<file path="src/rtl/key_debounce_multi.sv">
// N-channel push-button conditioner: per-channel 2-flop synchroniser,
// press/release debounce FSM, stable level, edge pulses and hold-to-repeat.
module key_debounce_multi #(
  parameter int unsigned N_KEYS      = 4,
  parameter int unsigned KEY_ACT_LOW = 1,
  parameter int unsigned DEB_W       = 7,
  parameter int unsigned DEB_CNT     = 125,
  parameter int unsigned HOLD_W      = 16,
  parameter int unsigned REPEAT_EN   = 1,
  parameter int unsigned HOLD_CNT    = 5000,
  parameter int unsigned REPEAT_CNT  = 1000
) (
  input  logic              clk,
  input  logic              rst,
  input  logic [N_KEYS-1:0] key,
  output logic [N_KEYS-1:0] key_level,
  output logic [N_KEYS-1:0] press_pulse,
  output logic [N_KEYS-1:0] release_pulse,
  output logic [N_KEYS-1:0] repeat_pulse,
  output logic              any_press
);

  // One spare bit so HOLD_CNT + REPEAT_CNT always fits in the hold counter.
  localparam int unsigned HC_W = HOLD_W + 1;

  localparam logic [DEB_W-1:0]  DEB_LAST   = DEB_W'(DEB_CNT - 1);
  localparam logic [HC_W-1:0]   HOLD_FIRST = HC_W'(HOLD_CNT);
  localparam logic [HC_W-1:0]   HOLD_TOP   = HC_W'(HOLD_CNT + REPEAT_CNT);
  localparam logic [N_KEYS-1:0] IDLE_PINS  = (KEY_ACT_LOW != 0) ? '1 : '0;

  typedef enum logic [1:0] {
    ST_IDLE,
    ST_PRESS_WAIT,
    ST_PRESSED,
    ST_REL_WAIT
  } state_e;

  logic [N_KEYS-1:0] sync1_q;
  logic [N_KEYS-1:0] sync2_q;
  logic [N_KEYS-1:0] act_c;
  logic [N_KEYS-1:0] press_d_c;
  logic              any_press_q;

  // Two-flop synchroniser; reset loads the released pin level.
  always_ff @(posedge clk) begin
    if (rst) begin
      sync1_q <= IDLE_PINS;
      sync2_q <= IDLE_PINS;
    end else begin
      sync1_q <= key;
      sync2_q <= sync1_q;
    end
  end

  assign act_c = (KEY_ACT_LOW != 0) ? ~sync2_q : sync2_q;

  for (genvar i = 0; i < N_KEYS; i++) begin : g_ch
    state_e           state_q, state_d;
    logic [DEB_W-1:0] deb_q, deb_d;
    logic             level_q, level_d;
    logic             press_q, press_d;
    logic             rel_q, rel_d;
    logic             hold_clr;
    logic             hold_inc;

    // Debounce FSM state and registered level/pulse outputs.
    always_ff @(posedge clk) begin
      if (rst) begin
        state_q <= ST_IDLE;
        deb_q   <= '0;
        level_q <= 1'b0;
        press_q <= 1'b0;
        rel_q   <= 1'b0;
      end else begin
        state_q <= state_d;
        deb_q   <= deb_d;
        level_q <= level_d;
        press_q <= press_d;
        rel_q   <= rel_d;
      end
    end

    // Next-state: a new level must persist DEB_CNT samples to be accepted.
    always_comb begin
      state_d  = state_q;
      deb_d    = deb_q;
      level_d  = level_q;
      press_d  = 1'b0;
      rel_d    = 1'b0;
      hold_clr = 1'b0;
      hold_inc = 1'b0;
      unique case (state_q)
        ST_IDLE: begin
          deb_d = '0;
          if (act_c[i]) begin
            state_d = ST_PRESS_WAIT;
            deb_d   = DEB_W'(1);
          end
        end
        ST_PRESS_WAIT: begin
          if (!act_c[i]) begin
            state_d = ST_IDLE;
            deb_d   = '0;
          end else if (deb_q == DEB_LAST) begin
            state_d  = ST_PRESSED;
            deb_d    = '0;
            press_d  = 1'b1;
            level_d  = 1'b1;
            hold_clr = 1'b1;
          end else begin
            deb_d = deb_q + DEB_W'(1);
          end
        end
        ST_PRESSED: begin
          if (!act_c[i]) begin
            state_d = ST_REL_WAIT;
            deb_d   = DEB_W'(1);
          end else begin
            hold_inc = 1'b1;
          end
        end
        ST_REL_WAIT: begin
          // A return to active is bounce: back to PRESSED, hold time frozen.
          if (act_c[i]) begin
            state_d = ST_PRESSED;
            deb_d   = '0;
          end else if (deb_q == DEB_LAST) begin
            state_d = ST_IDLE;
            deb_d   = '0;
            rel_d   = 1'b1;
            level_d = 1'b0;
          end else begin
            deb_d = deb_q + DEB_W'(1);
          end
        end
        default: begin
          state_d = ST_IDLE;
          deb_d   = '0;
          level_d = 1'b0;
        end
      endcase
    end

    assign key_level[i]     = level_q;
    assign press_pulse[i]   = press_q;
    assign release_pulse[i] = rel_q;
    assign press_d_c[i]     = press_d;

    if (REPEAT_EN != 0) begin : g_rep
      logic [HC_W-1:0] hold_q, hold_d;
      logic [HC_W-1:0] hold_inc_c;
      logic            rep_q, rep_d;

      // Hold counter and registered repeat pulse.
      always_ff @(posedge clk) begin
        if (rst) begin
          hold_q <= '0;
          rep_q  <= 1'b0;
        end else begin
          hold_q <= hold_d;
          rep_q  <= rep_d;
        end
      end

      assign hold_inc_c = hold_q + HC_W'(1);

      // First pulse at HOLD_CNT, then every REPEAT_CNT by reloading from the top.
      always_comb begin
        hold_d = hold_q;
        rep_d  = 1'b0;
        if (hold_clr) begin
          hold_d = '0;
        end else if (hold_inc) begin
          if (hold_inc_c == HOLD_TOP) begin
            hold_d = HOLD_FIRST;
            rep_d  = 1'b1;
          end else begin
            hold_d = hold_inc_c;
            rep_d  = (hold_inc_c == HOLD_FIRST);
          end
        end
      end

      assign repeat_pulse[i] = rep_q;
    end else begin : g_no_rep
      logic unused_hold_c;
      assign unused_hold_c   = hold_clr ^ hold_inc;
      assign repeat_pulse[i] = 1'b0;
    end
  end

  // Aggregate press flag, aligned with the per-channel press pulses.
  always_ff @(posedge clk) begin
    if (rst) begin
      any_press_q <= 1'b0;
    end else begin
      any_press_q <= |press_d_c;
    end
  end

  assign any_press = any_press_q;

endmodule

</file>
<file path="config.mk">
export PLATFORM = sky130hd
export DESIGN_NAME = key_debounce_multi
export DESIGN_NICKNAME = d
export VERILOG_FILES = /design/src/rtl/key_debounce_multi.sv
export SDC_FILE = /design/constraint.sdc
export NUM_CORES = 1
export LEC_CHECK = 0
export ABC_AREA = 1
export BUFFER_PORTS_ARGS = -buffer_cell sky130_fd_sc_hd__buf_2
export CAP_MARGIN = 20
export CORE_UTILIZATION = 65
export CTS_CLUSTER_SIZE = 25
export DETAILED_ROUTE_END_ITERATION = 10
export GPL_ROUTABILITY_DRIVEN = 0
export GPL_TIMING_DRIVEN = 0
export MAX_ROUTING_LAYER = met4
export PLACE_DENSITY = 0.85
export SYNTH_ARGS = -nofsm -noshare
export SYNTH_HDL_FRONTEND = slang
export SYNTH_SLANG_ARGS = --single-unit
</file>
<file path="constraint.sdc">
create_clock -name clk -period 2.8 [get_ports clk]
set_input_delay 0.84 -clock clk [delete_from_list [all_inputs] [get_ports clk]]
set_output_delay 0.84 -clock clk [all_outputs]
set_load 0.05 [all_outputs]
</file>
Word level (Yosys, flattened, before mapping). Index checks and enable logic that the tools add are counted.

Add/sub/neg operators: 8. Equal/unequal tests: 56. Mux-type cells: 100. Bitwise operators: 9. Reductions and logical operators: 29.

Operator list (count): 17-bit by 13-bit == test with 1-bit output, second input constant (8); 7-bit 2-to-1 mux (16); 7-bit case mux with 4 select lines (4); 17-bit by 1-bit adder with 17-bit output, second input constant (4); 17-bit 2-to-1 mux (4); 2-bit 2-to-1 mux (24); 2-bit != test, second input constant (24); 1-bit 2-to-1 mux (44); 2-bit case mux with 4 select lines (4); 7-bit by 1-bit adder with 7-bit output, second input constant (4); 7-bit == test, second input constant (4); 3-bit != test, second input constant (8); 3-bit OR reduction (8); 5-bit AND reduction (4); 2-bit == test, second input constant (8); 4-bit AND reduction (4); 2-bit by 1-bit == test with 1-bit output, second input constant (4); 2-bit zero test (4); 1-bit NOT (8); 1-bit case mux with 2 select lines (4); 2-bit nonzero test (4); 2-bit OR reduction (4); 4-bit NOT (1); 4-bit OR reduction (1).

Register bits after elaboration: 129. Input port bits: 6. Output and inout port bits: 17. Word-level logic and storage cells: 233.

Logic depth before layout (Yosys ltp).
Depth after elaboration: 5. Mapped depth: 14. Depth with buffers taken out: 14.

Worst setup path after synthesis. No wires, ideal clock.

Path type: input to register. From: input port rst. To: register g_ch[1].g_rep.hold_q[2]. Setup time: 0.128 ns. Arrival time: 1.735 ns. Required time: 2.672 ns. Slack: 0.937 ns. Stages on the path: 5. Path buffers: 2. Cell sequence: clkbuf_1 clkinv_1 nand2_1 clkbuf_1 nor2_1.

Cells in the longest elaborated chain, start to end: 1.

Ends and longest elaborated chain: start: declaration (line 14) `input logic rst,`; 2-bit OR reduction (no line); end signal: assignment (line 160) `hold_q <= hold_d;`; end: declaration (line 150) `logic [HC_W-1:0] hold_q, hold_d;`.

No other way between the ends. A chain may end at the register's enable or synchronous reset.

Worst setup path after layout.
From: register g_ch[3].level_q. To: output port key_level[3].

RTL lines: start: declaration (line 60) `logic level_q, level_d;`; start signal: assignment (line 77) `level_q <= level_d;`; end: declaration (line 16) `output logic [N_KEYS-1:0] key_level,`.

No word-level cell between the ends.

==> run_results.csv <==
group,metric,value,unit
die,initial_core_util,66.6,%
sta,tightest_slew,0.642,ns
die,die_width,107,um
clock_tree,h-tree-depth,4,
global_routing,antenna_found_initial,0,
global_routing,overflow,0,
routing,vias,6828,
global_routing,grt_pass1_wl,26800,um
final_layout,largest_reg_flops,68,
final_layout,fin_area,0.00808,sq mm
yosys,yosysTopAreaCell,"dfxtp_1",
setup_path,path_class,"reg2out",
setup_path,ff2ff_path_depth,11,
yosys,synth_nets,1094,
pwr,p_per_area,522,mW/mm^2
yosys,ys_warn_count,0,
clock_tree,cts_tree,"built",
sta,finalSetupViolations,0,
setup_path,rrSetupSlack,0.76,ns
die,num_rows,38,
yosys,ys.flop_type,"dfxtp_1",
routing,wl_per_cell,12.5,um
setup_path,cp-end-kind,"primary output",
clock_tree,post_cts_buffers,0,
placed_design,port_buffers,21,
min_path,hold_path_end,"sync2_q[1]$_SDFF_PP1_",
final_layout,top_register,"g_ch.g_rep.hold_q",
yosys,synth.area.top_cells,"dfxtp_1 36%, nand2_1 14%, inv_1 6.7%",
min_path,hp-start,"sync1_q[1]$_SDFF_PP1_",
final_layout,largest_registers,"g_ch.g_rep.hold_q x68, g_ch.deb_q x28",
run,cap_viol_max_count,0,
pwr,ir_worst_vdd,418,uV
yosys,synthCells,1076,
run_status,run_status,"finished clean",
sta,hold_viol,0,
die,boundaryPins,23,
routing,firstDrtPassIters,9,
sta,setup_slack,0.697,ns
die,core,0.0108,sq mm
sta,min_period_over_period,75.1,%
clock_tree,cts_buffers,17,
global_routing,grt_max_degree,17,
clock_tree,ctsHoldBuffers,0,
final_layout,drive_above_1_share,13.1,%
sta,slew_violations,0,
routing,drt_iter0_drc,485,
placed_design,dp_hpwl,11300,um
sta,hold_slack,0.411,ns
sta,period_minus_slack,2.10,ns
die,die_h,107,um
placed_design,placed_cell_area,0.00750,sq mm
routing,met3WireLength,734,um
routing,drc,0,
yosys,synth.distinct_cells,42,
routing,ant_nets,0,
clock_tree,cts-root-buf,"clkbuf_8",
min_path,holdCritPathClass,"reg2reg",
yosys,avgSynthCellArea,6.71,sq um
routing,wl_met2,7370,um
setup_path,cp_data_required_time,1.96,ns
setup_path,worstSetupStartpointType,"flop",
final_layout,area_growth_syn_to_layout,12.0,%
sta,max_freq,476,MHz
clock_tree,clock-sinks,129,
routing,top_layer,"met4",
clock_tree,clk_latency,0.54,ns
final_layout,final_common_cell,"nand2_1",
yosys,synthArstFlopShare,0,%
clock_tree,path_clk_slew,0.06,ns
yosys,yosys_register_bits,129,
final_layout,n_antenna_cell,0,
final_layout,final_util,74.6,%
final_layout,mostFrequentLayoutCells,"261 x nand2_1, 129 x inv_1, 129 x dfxtp_1",
yosys,ys_seq_area_share,35.8,%
global_routing,grt_usage,29.9,%
setup_path,r2r-start,"g_ch[2].g_rep.hold_q[0]$_SDFFE_PP0P_",
yosys,synth_top_area_share,35.8,%
routing,routed_via_density,5.39,
final_layout,nets,1134,
clock_tree,clock_path_buffers,2,
clock_tree,post_cts_resized,0,
placed_design,dp_slack,0.262,ns
yosys,synth_area,0.00722,sq mm
setup_path,r2r_end,"g_ch[2].g_rep.hold_q[10]$_SDFFE_PP0P_",
yosys,synth-edff-count,0,
pwr,leakage,3.06,nW
global_routing,grt_pass1_vias,6153,
setup_path,path_max_fanout,2,
sta,skew,0.0115,ns
sta,rsz0062_at_grt,"false",
routing,met1_length,7410,um
sta,tns,0,ns
sta,slew_headroom,56.7,%
routing,routed_wl,15800,um
min_path,min_delay_path_depth,1,
setup_path,cp.arrival,1.26,ns
die,dieArea,0.0115,sq mm
[layer usage]
metal  up-vias  global-route usage, %
met5         -                      -
met4         0                   11.4
met3        40                   5.75
met2       179                   47.9
met1      3082                   37.4
li1       3527                      -
[cells in the mapped netlist, drive strengths merged, types with 12 or more instances]
master	count
a21oi	81
inv	136
dfxtp	129
o21ai	41
nor3	22
nand3	68
clkbuf	18
nand2	278
nor2	156
ha	12
buf	23
nand4	32
xor2	26
[where the power goes]
group	total, W	leakage [nW]	switching (W)	internal (W)
combinational	0.000136	1.73	0.0000942	0.0000416
clock	0.00219	0.284	0.000800	0.00139
sequential	0.00189	1.04	0.0000266	0.00186
[worst max-delay path, stage by stage, from the launching register on]
cell,delay (ns)
dfxtp_1,0.36
buf_4,0.12
buf_2,0.24
[metrics by stage]
step | std cells | total power, W
5_1_grt | 1267 | 0.00434
6_report | 1267 | 0.00422
3_3_place_gp | 1237 | 0.00206
2_1_floorplan | 1076 | 0.00202
3_5_place_dp | 1237 | 0.00206
4_1_cts | 1267 | 0.00424
[cells by family after synthesis]
logic type,Yosys count,share of synthesized area [%]
XOR/XNOR,36,4.37
AND/OR/NAND/NOR,575,36.2
flip-flops,129,35.8
adder cells (fa/ha/maj),12,2.08
AO/OA/AOI/OAI,146,11.4
buffers and inverters,178,10.2
[area by class of cell]
cell class	count	area, sq um
plain buffers	41	223
clock buffers	21	449
clock inverters	9	134
fillers	883	2760
inverters	137	514
multi-input cells	769	3900
flip-flops and latches	129	2580
well taps	140	175
repair buffers	21	105
[worst max path at each step]
| stage | start | end | slack, ns | cells after the start |
|---|---|---|---|---|
| after floorplan | rst | g_ch[1].g_rep.hold_q[2]$_SDFFE_PP0P_ | 0.94 | 5 |
| after global placement | rst | g_ch[0].g_rep.hold_q[14]$_SDFFE_PP0P_ | 0.24 | 5 |
| after detailed placement | rst | g_ch[0].g_rep.hold_q[10]$_SDFFE_PP0P_ | 0.26 | 5 |
| after CTS | g_ch[3].level_q$_SDFFE_PP0P_ | key_level[3] | 0.68 | 2 |
| after global routing | g_ch[2].g_rep.hold_q[0]$_SDFFE_PP0P_ | g_ch[2].g_rep.hold_q[10]$_SDFFE_PP0P_ | 0.58 | 11 |
| final | g_ch[3].level_q$_SDFFE_PP0P_ | key_level[3] | 0.70 | 2 |
(Power assumes the default switching activity.)
